--- config.mk ---
export PLATFORM = sky130hd
export DESIGN_NAME = uart_rx_byte_flat
export DESIGN_NICKNAME = d
export VERILOG_FILES = /design/src/rtl/uart_rx_byte_pkg.sv /design/src/rtl/uart_rx_byte_if.sv /design/src/rtl/uart_rx_sync_filter.sv /design/src/rtl/uart_rx_byte.sv /design/src/flat_wrapper.sv
export SDC_FILE = /design/constraint.sdc
export NUM_CORES = 1
export LEC_CHECK = 0
export CAP_MARGIN = 30
export CORE_AREA = 4 4 69 71
export DETAILED_ROUTE_END_ITERATION = 10
export DIE_AREA = 0 0 73 75
export PLACE_DENSITY = 0.74
export RECOVER_POWER = 25
export SLEW_MARGIN = 20
export SYNTH_ARGS = -nofsm -noshare
export SYNTH_HDL_FRONTEND = slang
export SYNTH_HIERARCHICAL = 1
export SYNTH_SLANG_ARGS = --single-unit
--- constraint.sdc ---
create_clock -name clk -period 2.2 [get_ports clk]
set_clock_uncertainty 0.1 [all_clocks]
set_input_delay 0.44 -clock clk [delete_from_list [all_inputs] [get_ports clk]]
set_output_delay 0.44 -clock clk [all_outputs]
set_load 0.02 [all_outputs]
--- src/rtl/uart_rx_byte_pkg.sv ---
// Shared types and constants for the uart_rx_byte receiver.
package uart_rx_byte_pkg;

  typedef enum logic [2:0] {
    StIdle,
    StStart,
    StData,
    StParity,
    StStop,
    StBreak
  } rx_state_e;

  localparam int unsigned PAR_NONE = 0;
  localparam int unsigned PAR_ODD  = 1;
  localparam int unsigned PAR_EVEN = 2;

  // Clocks per oversample tick, rounded to nearest.
  function automatic int unsigned calc_div(input int unsigned clk_freq,
                                           input int unsigned baud_rate,
                                           input int unsigned oversample);
    return (clk_freq + baud_rate * oversample / 2) / (baud_rate * oversample);
  endfunction

endpackage

--- src/rtl/uart_rx_byte_if.sv ---
// Line input and received-byte output bundle of the serial receiver.
interface uart_rx_byte_if;
  logic       enable;
  logic       rxd;
  logic [7:0] rx_data;
  logic       rx_data_valid;
  logic       parity_error;
  logic       frame_error;
  logic       busy;

  modport master (
    input  enable, rxd,
    output rx_data, rx_data_valid, parity_error, frame_error, busy
  );

  modport slave (
    output enable, rxd,
    input  rx_data, rx_data_valid, parity_error, frame_error, busy
  );
endinterface

--- src/rtl/uart_rx_sync_filter.sv ---
// Two-flop synchronizer on the raw rxd pin plus registered falling-edge detect.
module uart_rx_sync_filter (
  input  logic clk,
  input  logic resetn,
  input  logic rxd,
  output logic rxd_s,
  output logic fall
);

  logic meta_q, sync_q, prev_q;

  // Idle line is high, so all stages come out of reset at 1 to avoid a false edge.
  always_ff @(posedge clk or negedge resetn) begin
    if (!resetn) begin
      meta_q <= 1'b1;
      sync_q <= 1'b1;
      prev_q <= 1'b1;
    end else begin
      meta_q <= rxd;
      sync_q <= meta_q;
      prev_q <= sync_q;
    end
  end

  assign rxd_s = sync_q;
  assign fall  = prev_q & ~sync_q;

endmodule

--- src/rtl/uart_rx_byte.sv ---
// Oversampling UART byte receiver: majority-voted bits, optional parity, stop check,
// exactly one strobe per completed frame, BREAK hold-off after a framing error.
module uart_rx_byte
  import uart_rx_byte_pkg::*;
#(
  parameter int unsigned CLK_FREQ   = 50000000,
  parameter int unsigned BAUD_RATE  = 115200,
  parameter int unsigned OVERSAMPLE = 16,
  parameter int unsigned PARITY     = 0,
  parameter int unsigned STOP_BITS  = 1
) (
  input logic            clk,
  input logic            resetn,
  uart_rx_byte_if.master rx_if
);

  localparam int unsigned DIV  = calc_div(CLK_FREQ, BAUD_RATE, OVERSAMPLE);
  localparam int unsigned DivW = (DIV > 1) ? $clog2(DIV) : 1;
  localparam int unsigned TcW  = $clog2(OVERSAMPLE);
  localparam logic [TcW-1:0] TcLast   = TcW'(OVERSAMPLE - 1);
  localparam logic [TcW-1:0] TcDecide = TcW'(OVERSAMPLE / 2 + 1);

  logic rxd_s, fall;

  uart_rx_sync_filter u_sync (
    .clk   (clk),
    .resetn(resetn),
    .rxd   (rx_if.rxd),
    .rxd_s (rxd_s),
    .fall  (fall)
  );

  rx_state_e       state_q, state_d;
  logic [DivW-1:0] div_q, div_d;
  logic [TcW-1:0]  tcnt_q, tcnt_d;
  logic [1:0]      samp_q, samp_d;
  logic [2:0]      bit_q, bit_d;
  logic            stop_idx_q, stop_idx_d;
  logic [7:0]      shift_q, shift_d, data_q, data_d;
  logic            par_err_q, par_err_d, stop_bad_q, stop_bad_d;
  logic            valid_q, valid_d, perr_q, perr_d, ferr_q, ferr_d;
  logic            tick, go_start, decide, bit_end, maj, stop_bad_now;

  assign tick     = (div_q == DivW'(DIV - 1));
  assign go_start = (state_q == StIdle) && rx_if.enable && fall;
  assign div_d    = (go_start || tick) ? '0 : div_q + 1'b1;
  assign decide   = tick && (tcnt_q == TcDecide);
  assign bit_end  = tick && (tcnt_q == TcLast);
  // samp_q holds the two previous ticks, so at TcDecide the vote covers OS/2-1..OS/2+1.
  assign samp_d   = tick ? {samp_q[0], rxd_s} : samp_q;
  assign maj      = (samp_q[1] & samp_q[0]) | (samp_q[1] & rxd_s) | (samp_q[0] & rxd_s);

  always_comb begin
    state_d      = state_q;
    tcnt_d       = tcnt_q;
    bit_d        = bit_q;
    stop_idx_d   = stop_idx_q;
    shift_d      = shift_q;
    data_d       = data_q;
    par_err_d    = par_err_q;
    stop_bad_d   = stop_bad_q;
    valid_d      = 1'b0;
    perr_d       = 1'b0;
    ferr_d       = 1'b0;
    stop_bad_now = stop_bad_q | ~maj;

    if (tick && state_q != StIdle && state_q != StBreak) begin
      tcnt_d = (tcnt_q == TcLast) ? '0 : tcnt_q + 1'b1;
    end

    case (state_q)
      StIdle: begin
        if (go_start) begin
          state_d    = StStart;
          tcnt_d     = '0;
          bit_d      = '0;
          stop_idx_d = 1'b0;
          par_err_d  = 1'b0;
          stop_bad_d = 1'b0;
        end
      end
      StStart: begin
        if (decide && maj) state_d = StIdle;
        else if (bit_end)  state_d = StData;
      end
      StData: begin
        if (decide) shift_d = {maj, shift_q[7:1]};
        if (bit_end) begin
          bit_d = bit_q + 3'd1;
          if (bit_q == 3'd7) state_d = (PARITY != PAR_NONE) ? StParity : StStop;
        end
      end
      StParity: begin
        if (decide) begin
          par_err_d = (PARITY == PAR_ODD) ? ~(^shift_q ^ maj) : (^shift_q ^ maj);
        end
        if (bit_end) state_d = StStop;
      end
      StStop: begin
        if (decide) begin
          if (stop_idx_q == 1'(STOP_BITS - 1)) begin
            if (stop_bad_now) begin
              ferr_d  = 1'b1;
              state_d = StBreak;
              tcnt_d  = '0;
            end else if (par_err_q) begin
              perr_d  = 1'b1;
              state_d = StIdle;
            end else begin
              valid_d = 1'b1;
              data_d  = shift_q;
              state_d = StIdle;
            end
          end else begin
            stop_bad_d = stop_bad_now;
          end
        end else if (bit_end) begin
          stop_idx_d = stop_idx_q + 1'b1;
        end
      end
      StBreak: begin
        // tcnt counts consecutive high ticks; any low restarts the bit-time wait.
        if (tick) begin
          if (!rxd_s)                state_d = StBreak;
          else if (tcnt_q == TcLast) state_d = StIdle;
          if (!rxd_s)                tcnt_d = '0;
          else                       tcnt_d = tcnt_q + 1'b1;
        end
      end
      default: state_d = StIdle;
    endcase

    if (!rx_if.enable) begin
      state_d = StIdle;
      valid_d = 1'b0;
      perr_d  = 1'b0;
      ferr_d  = 1'b0;
      data_d  = data_q;
    end
  end

  always_ff @(posedge clk or negedge resetn) begin
    if (!resetn) begin
      state_q    <= StIdle;
      div_q      <= '0;
      tcnt_q     <= '0;
      samp_q     <= '0;
      bit_q      <= '0;
      stop_idx_q <= 1'b0;
      shift_q    <= '0;
      data_q     <= '0;
      par_err_q  <= 1'b0;
      stop_bad_q <= 1'b0;
      valid_q    <= 1'b0;
      perr_q     <= 1'b0;
      ferr_q     <= 1'b0;
    end else begin
      state_q    <= state_d;
      div_q      <= div_d;
      tcnt_q     <= tcnt_d;
      samp_q     <= samp_d;
      bit_q      <= bit_d;
      stop_idx_q <= stop_idx_d;
      shift_q    <= shift_d;
      data_q     <= data_d;
      par_err_q  <= par_err_d;
      stop_bad_q <= stop_bad_d;
      valid_q    <= valid_d;
      perr_q     <= perr_d;
      ferr_q     <= ferr_d;
    end
  end

  assign rx_if.rx_data       = data_q;
  assign rx_if.rx_data_valid = valid_q;
  assign rx_if.parity_error  = perr_q;
  assign rx_if.frame_error   = ferr_q;
  assign rx_if.busy          = (state_q != StIdle);

endmodule

--- src/flat_wrapper.sv ---
// flat-port wrapper written by rule: the top's interface ports become plain ports
module uart_rx_byte_flat import uart_rx_byte_pkg::*;
#(
  parameter int unsigned CLK_FREQ   = 50000000,
  parameter int unsigned BAUD_RATE  = 115200,
  parameter int unsigned OVERSAMPLE = 16,
  parameter int unsigned PARITY     = 0,
  parameter int unsigned STOP_BITS  = 1
)
  (clk, resetn, rx_if_enable, rx_if_rxd, rx_if_rx_data, rx_if_rx_data_valid, rx_if_parity_error, rx_if_frame_error, rx_if_busy);
  uart_rx_byte_if rx_if_i ();
  input logic clk;
  input logic resetn;
  input wire logic [$bits(rx_if_i.enable)-1:0] rx_if_enable;
  input wire logic [$bits(rx_if_i.rxd)-1:0] rx_if_rxd;
  output wire logic [$bits(rx_if_i.rx_data)-1:0] rx_if_rx_data;
  output wire logic [$bits(rx_if_i.rx_data_valid)-1:0] rx_if_rx_data_valid;
  output wire logic [$bits(rx_if_i.parity_error)-1:0] rx_if_parity_error;
  output wire logic [$bits(rx_if_i.frame_error)-1:0] rx_if_frame_error;
  output wire logic [$bits(rx_if_i.busy)-1:0] rx_if_busy;
  assign rx_if_i.enable = rx_if_enable;
  assign rx_if_i.rxd = rx_if_rxd;
  assign rx_if_rx_data = rx_if_i.rx_data;
  assign rx_if_rx_data_valid = rx_if_i.rx_data_valid;
  assign rx_if_parity_error = rx_if_i.parity_error;
  assign rx_if_frame_error = rx_if_i.frame_error;
  assign rx_if_busy = rx_if_i.busy;
  uart_rx_byte #(.CLK_FREQ(CLK_FREQ), .BAUD_RATE(BAUD_RATE), .OVERSAMPLE(OVERSAMPLE), .PARITY(PARITY), .STOP_BITS(STOP_BITS)) u_core (.clk(clk), .resetn(resetn), .rx_if(rx_if_i));
endmodule
==> impl_metrics.json, run 1 <==
{
  "status": "finished clean",
  "synthArstFlopShare": 1.000,
  "synth_area_leaders": "dfrtp_1 45%, mux2_4 5.5%, mux2_2 5.1%, dfstp_2 3.6%, xnor2_1 3.6%",
  "clk_pin_slew_worst_paths_ns": 0.07,
  "cts_tree": "built",
  "diodes": 0,
  "synth_edf_count": 0,
  "post-route-util": 0.6197,
  "synth_flop_cell": "dfrtp_1",
  "rows": 24,
  "drive_gt1_frac": 0.2426,
  "synth_compound_area_frac": 0.09200,
  "hold_depth": 0,
  "gp_congestion": 0.8726,
  "cts_max_path_buffers": 2,
  "r2r-start": "u_core/div_q[0]",
  "ctsHoldBuffers": 0,
  "r2r_slack_ns": 0.08,
  "layout_setup_ws_ns": 0.07995,
  "p_leak_nw": 1.253,
  "crit_chain": "inv_1 > ha_2 > nand4b_4 > or4_1 > buf_4 > mux2_4",
  "synthAdderAreaFrac": 0.03943,
  "finalSetupTns_ns": 0,
  "cp.arrival_ns": 2.19,
  "yosysTopAreaCell": "dfrtp_1",
  "place_area_um2": 2502,
  "insertion_delay_ns": 0.28,
  "p_clk_frac": 0.262,
  "grt_pass1_wl_mm": 6.755,
  "maxSlewViolCount": 0,
  "hpwl_mm": 2.840,
  "syn_inst": 200,
  "ant_nets": 0,
  "switchingPower_uw": 589.2,
  "wirelength_mm": 3.932,
  "drtPass1Iterations": 4,
  "nNetsFinal": 244,
  "dp.cells": 278,
  "drcViolationCount": 0,
  "post-place-ws_ns": -0.04329,
  "intPower_mw": 1.345,
  "swShare": 0.3046,
  "worst-path-max-fanout": 8,
  "slowest_delay_ns": 0.55,
  "synthMuxAreaShare": 0.1154,
  "syn2layout_area_growth_pct": 19.83,
  "chipWidth_um": 73,
  "grt_pass1_vias": 1466,
  "io_buffers": 15,
  "synth_simple_gate_area_frac": 0.1903,
  "fin_crit_ns": 2.120,
  "yosysWarnings": 6,
  "io_pins": 16,
  "setup_viol": 0,
  "first_iter_violations": 177,
  "routedWlPerCell_um": 13.70,
  "worstSetupPathType": "reg -> reg",
  "ys_types": 47,
  "vdd_drop_max_v": 0.0004782,
  "grt_usage": 0.1597,
  "fin_cells": 287,
  "fmax_ghz": 0.4717,
  "ys_seq_elements": 42,
  "maxCapViolCount": 0,
  "hold_viol_final": 0,
  "core_um2": 4234,
  "p_comb_frac": 0.246,
  "finalPower_mw": 1.934,
  "synth_top_family_by_area": "simple AND/OR/NAND/NOR gates",
  "whs_ns": 0.2579,
  "relSlewSlack": 0.3251,
  "critPathRequiredTime_ns": 2.27,
  "finalCritPeriodShare": 0.9637,
  "synth-seq-area-share": 0.4817,
  "hold_path_end": "u_core/u_sync/rxd_s",
  "overflow": 0,
  "power_density_nw_per_um2": 737.3,
  "rsz0062_at_grt": "yes",
  "final_area_um2": 2624,
  "synthXorXnorAreaFrac": 0.05200,
  "timing.critical_path.to_type": "flop",
  "initial_core_util": 0.5171,
  "worst_slew_pin_slew_ns": 1.012,
  "hold_path_startpoint": "u_core/u_sync/meta_q",
  "cts_sinks": 42,
  "numCtsBuffers": 5,
  "die-area_um2": 5475,
  "regToRegEndpoint": "u_core/shift_q[7]",
  "routed_via_density": 5.544,
  "worstHoldPathType": "reg -> reg",
  "synth_area_per_cell_um2": 10.95,
  "cts_root_buf": "clkbuf_8",
  "reg2regPathDepth": 6,
  "yosysMostFrequentCell": "dfrtp_1",
  "critPathLaunchType": "flop",
  "synthTopCellsByCount": "39 x dfrtp_1, 16 x nand2_1, 16 x nor2_1",
  "slowest_stage": "or4_1",
  "antenna_found_initial": 0,
  "cts_htree_levels": 2,
  "grt_max_degree": 43,
  "num_vias": 1591,
  "chipHeight_um": 75,
  "synth_top_area_frac": 0.4457,
  "synth_area_um2": 2190,
  "synth.net_count": 210,
  "pwr-share-seq": 0.492,
  "n_fill_cell": 323
}
[worst max-delay path by stage]
| stage | start | endpoint | slack [ns] | depth (start not counted) |
|---|---|---|---|---|
| CTS | u_core/div_q[0] | u_core/state_q[0] | 0.06 | 8 |
| global route | u_core/div_q[0] | u_core/state_q[0] | -0.01 | 8 |
| detailed placement | rx_if_enable | u_core/state_q[0] | -0.04 | 6 |
| finish | u_core/div_q[0] | u_core/shift_q[7] | 0.08 | 6 |
| global placement | rx_if_enable | u_core/rx_if.rx_data[4] | -0.0004 | 7 |
| floorplan | u_core/div_q[0] | u_core/state_q[0] | 0.23 | 7 |
[power groups by stage]
stage / clock network (mW) / registers, mW / logic (mW)
finish: 0.507 / 0.951 / 0.476
CTS: 0.535 / 0.952 / 0.473
global route: 0.569 / 0.964 / 0.543
detailed placement: 0 / 0.966 / 0.472
global placement: 0 / 0.962 / 0.466
floorplan: 0 / 0.949 / 0.322
[layout make-up]
| cell class | count | area, µm² | share of cell area |
|---|---|---|---|
| Timing Repair Buffer | 32 | 285.3 | 0.1087 |
| Inverter | 9 | 33.78 | 0.01288 |
| Clock buffer | 7 | 86.33 | 0.03290 |
| Multi-Input combinational cell | 144 | 1089 | 0.4149 |
| Tap cell | 52 | 65.06 | 0.02480 |
| Clock inverter | 1 | 8.758 | 0.003338 |
| Sequential cell | 42 | 1056 | 0.4025 |
[metal layers]
metal / track usage / up-vias / routed length, µm
li1: - / 778 / -
met1: 0.2215 / 766 / 1876
met2: 0.2373 / 39 / 1820
met3: 0.04272 / 8 / 158
met4: 0.06557 / 0 / 76
met5: 0 / - / 0
[logic make-up (layout without fill, tap and decap cells)]
logic type	count (synthesis)	count (layout)
buffers and inverters	14	49
AOI/OAI and AO/OA	33	33
and+or+nand+nor	71	71
DFF	42	42
xor gates and xnor gates	13	13
adders and majority gates	7	7
muxes	20	20
[critical path, delay by kind of cell, from the launching register on]
family	cells	cell delay [ns]
adders and majority gates	1	0.19
buffers and inverters	2	0.27
DFF	1	0.38
muxes	1	0.31
and+or+nand+nor	2	0.76
[timing repair]
action                     in CTS  in global routing
buffers inserted                0                  1
gates resized for setup         3                  6
pin swaps                       0                  1
setup endpoints to repair       3                 10
[state kept, by name, summed over array words and instances, names as in the netlist, 2 cells and up]
name,flops
u_core/rx_if.rx_data,8
u_core/shift_q,8
u_core/div_q,5
u_core/tcnt_q,4
u_core/bit_q,3
u_core/state_q,3
u_core/samp_q,2
[placed cells by master, fill, tap and decap left out, drive strengths merged, types with 4 or more instances in the layout]
cell type      synthesis  routed
xor2                   4       4
inv                    9      10
nor3                   8       8
o21ai                 12      12
a21oi                  8       8
clkbuf                 1       8
xnor2                  9       9
mux2                  18      18
nand3                 10      10
dfrtp                 39      39
buf                    4      17
ha                     6       6
clkdlybuf4s50          0      13
nor2                  16      16
nand2                 16      16
(Power assumes the default switching activity.)
==> inputs of run 2 (changes only) <==
--- a/config.mk
+++ b/config.mk
@@ -12,4 +12,5 @@
 export PLACE_DENSITY = 0.74
 export RECOVER_POWER = 25
+export SETUP_SLACK_MARGIN = 0.1
 export SLEW_MARGIN = 20
 export SYNTH_ARGS = -nofsm -noshare
==> constraint.sdc (replaced) <==
create_clock -name clk -period 2.2 [get_ports clk]
set_clock_uncertainty 0.1 [all_clocks]
set_input_delay 0.55 -clock clk [delete_from_list [all_inputs] [get_ports clk]]
set_output_delay 0.55 -clock clk [all_outputs]
set_load 0.02 [all_outputs]
==> run 2 against run 1 <==
Against the previous run:
- global-route usage about the same
- combinational power up 2%
- count of clock-buffer cells in the layout is 2 lower
- design area increased by 2.5%
- wire length is 11% higher
- highest routed layer unchanged
- utilization is 1.5 points higher
- worst setup slack better by 0.065 ns
- critical path depth did not move
- die area unchanged
- largest power group unchanged
- non-clock buffer count grew 5
- register-to-register slack improved by 0.06 ns
- maximum frequency grew 3.2%
==> impl_metrics.json, run 2 (synthesis gave the netlist of run 1 again) <==
{
  "maxCapViolCount": 0,
  "critPathLaunchType": "flop",
  "whs_ns": 0.2586,
  "grt_max_degree": 43,
  "antenna_found_initial": 0,
  "worstHoldPathType": "reg -> reg",
  "fin_cells": 292,
  "finalCritPeriodShare": 0.9342,
  "routed_via_density": 5.548,
  "worstSetupPathType": "reg -> reg",
  "wirelength_mm": 4.352,
  "fin_crit_ns": 2.055,
  "fmax_ghz": 0.4866,
  "p_leak_nw": 1.288,
  "die-area_um2": 5475,
  "maxSlewViolCount": 0,
  "use_met1": 0.2126,
  "critPathTopFamily": "simple AND/OR/NAND/NOR gates",
  "routedWlPerCell_um": 14.90,
  "cts_htree_levels": 2,
  "ctsHoldBuffers": 0,
  "hold_viol_final": 0,
  "worst-path-max-fanout": 8,
  "clk_pin_slew_worst_paths_ns": 0.08,
  "grt_pass1_vias": 1486,
  "grt_use_met2": 0.2552,
  "cts_max_path_buffers": 2,
  "cts_tree": "built",
  "grt_pass1_wl_mm": 6.782,
  "layout_setup_ws_ns": 0.1447,
  "use_met3": 0.04005,
  "hpwl_mm": 2.909,
  "diodes": 0,
  "finalPower_mw": 1.928,
  "cts_sinks": 42,
  "vdd_drop_max_v": 0.0005325,
  "numCtsBuffers": 5,
  "relSlewSlack": 0.3308,
  "cp.arrival_ns": 2.13,
  "critPathRequiredTime_ns": 2.28,
  "globalRoute.busiestLayer": "met2",
  "chipWidth_um": 73,
  "setup_viol": 0,
  "core_um2": 4234,
  "num_vias": 1620,
  "mostFrequentLayoutCells": "38 x dfrtp_1, 18 x buf_4, 15 x nand2_1",
  "post-place-ws_ns": -0.1896,
  "nNetsFinal": 249,
  "io_buffers": 15,
  "overflow": 0,
  "post-route-util": 0.6350,
  "dp.cells": 281,
  "syn2layout_area_growth_pct": 22.80,
  "initial_core_util": 0.5171,
  "io_pins": 16,
  "slowest_delay_ns": 0.54,
  "first_iter_violations": 167,
  "cp_num_buf_inv": 2,
  "drcViolationCount": 0,
  "gp_congestion": 0.8734,
  "timing.critical_path.to_type": "flop",
  "grt_usage": 0.1596,
  "status": "finished clean",
  "drtPass1Iterations": 4,
  "crit_chain": "inv_1 > ha_1 > nand3b_4 > or4_4 > buf_6 > mux2_4",
  "rsz0062_at_grt": "yes",
  "ant_nets": 0,
  "final_common_cell": "dfrtp_1",
  "chipHeight_um": 75,
  "cts_root_buf": "clkbuf_8",
  "power_density_nw_per_um2": 716.9,
  "worst_slew_pin_slew_ns": 1.004,
  "slowest_stage": "or4_4",
  "drive_gt1_frac": 0.2875,
  "insertion_delay_ns": 0.29,
  "rows": 24
}
## run 2: worst paths after layout
kind,slack [ns],to,startpoint,depth (start not counted)
min in group asynchronous,0.40,u_core/rx_if.rx_data[0],resetn,2
max in group asynchronous,0.91,u_core/tcnt_q[0],resetn,2
worst min register to register,0.26,u_core/u_sync/rxd_s,u_core/u_sync/meta_q,0
worst min-delay path,0.26,u_core/u_sync/rxd_s,u_core/u_sync/meta_q,0
worst max register to register,0.14,u_core/shift_q[0],u_core/tcnt_q[1],6
worst max-delay path,0.14,u_core/shift_q[0],u_core/tcnt_q[1],6
## run 2: timing repair
item | CTS | global route
setup buffers | 0 | 3
pin swaps | 2 | 8
resized for setup | 4 | 15
endpoints found under the setup margin | 14 | 18
## run 2: through the flow
stage,area [µm²],TNS [ns]
6_report,2689,0
5_1_grt,2689,0
4_1_cts,2623,0
3_5_place_dp,2525,-1.620
3_3_place_gp,2525,-1.060
2_1_floorplan,2190,0
## run 2: final cells by class
cell class	instances	area [µm²]
inverters	9	33.78
clock inverters	3	18.77
flip-flops and latches	42	1056
well taps	52	65.06
repair buffers	37	329.1
fillers	325	1545
clock buffers	5	68.82
multi-input cells	144	1117
## run 2: report_power, final
part           leakage (nW)  switching (mW)  internal (mW)  total (mW)
clock                0.0483           0.268          0.223       0.491
sequential            0.564          0.0888          0.861       0.950
combinational         0.676           0.263          0.224       0.487
## run 2: routing by layer
metal  share of wire  wire length [µm]
met1            0.45              1963
met2            0.49              2150
met3           0.045               196
met4          0.0097                42
met5               0                 0
==> inputs of run 3 (changes only) <==
Settings changed: SLEW_MARGIN 20 to 15.
==> results of run 3 <==
The final DEF is identical to that of run 2; final timing and power are the same.
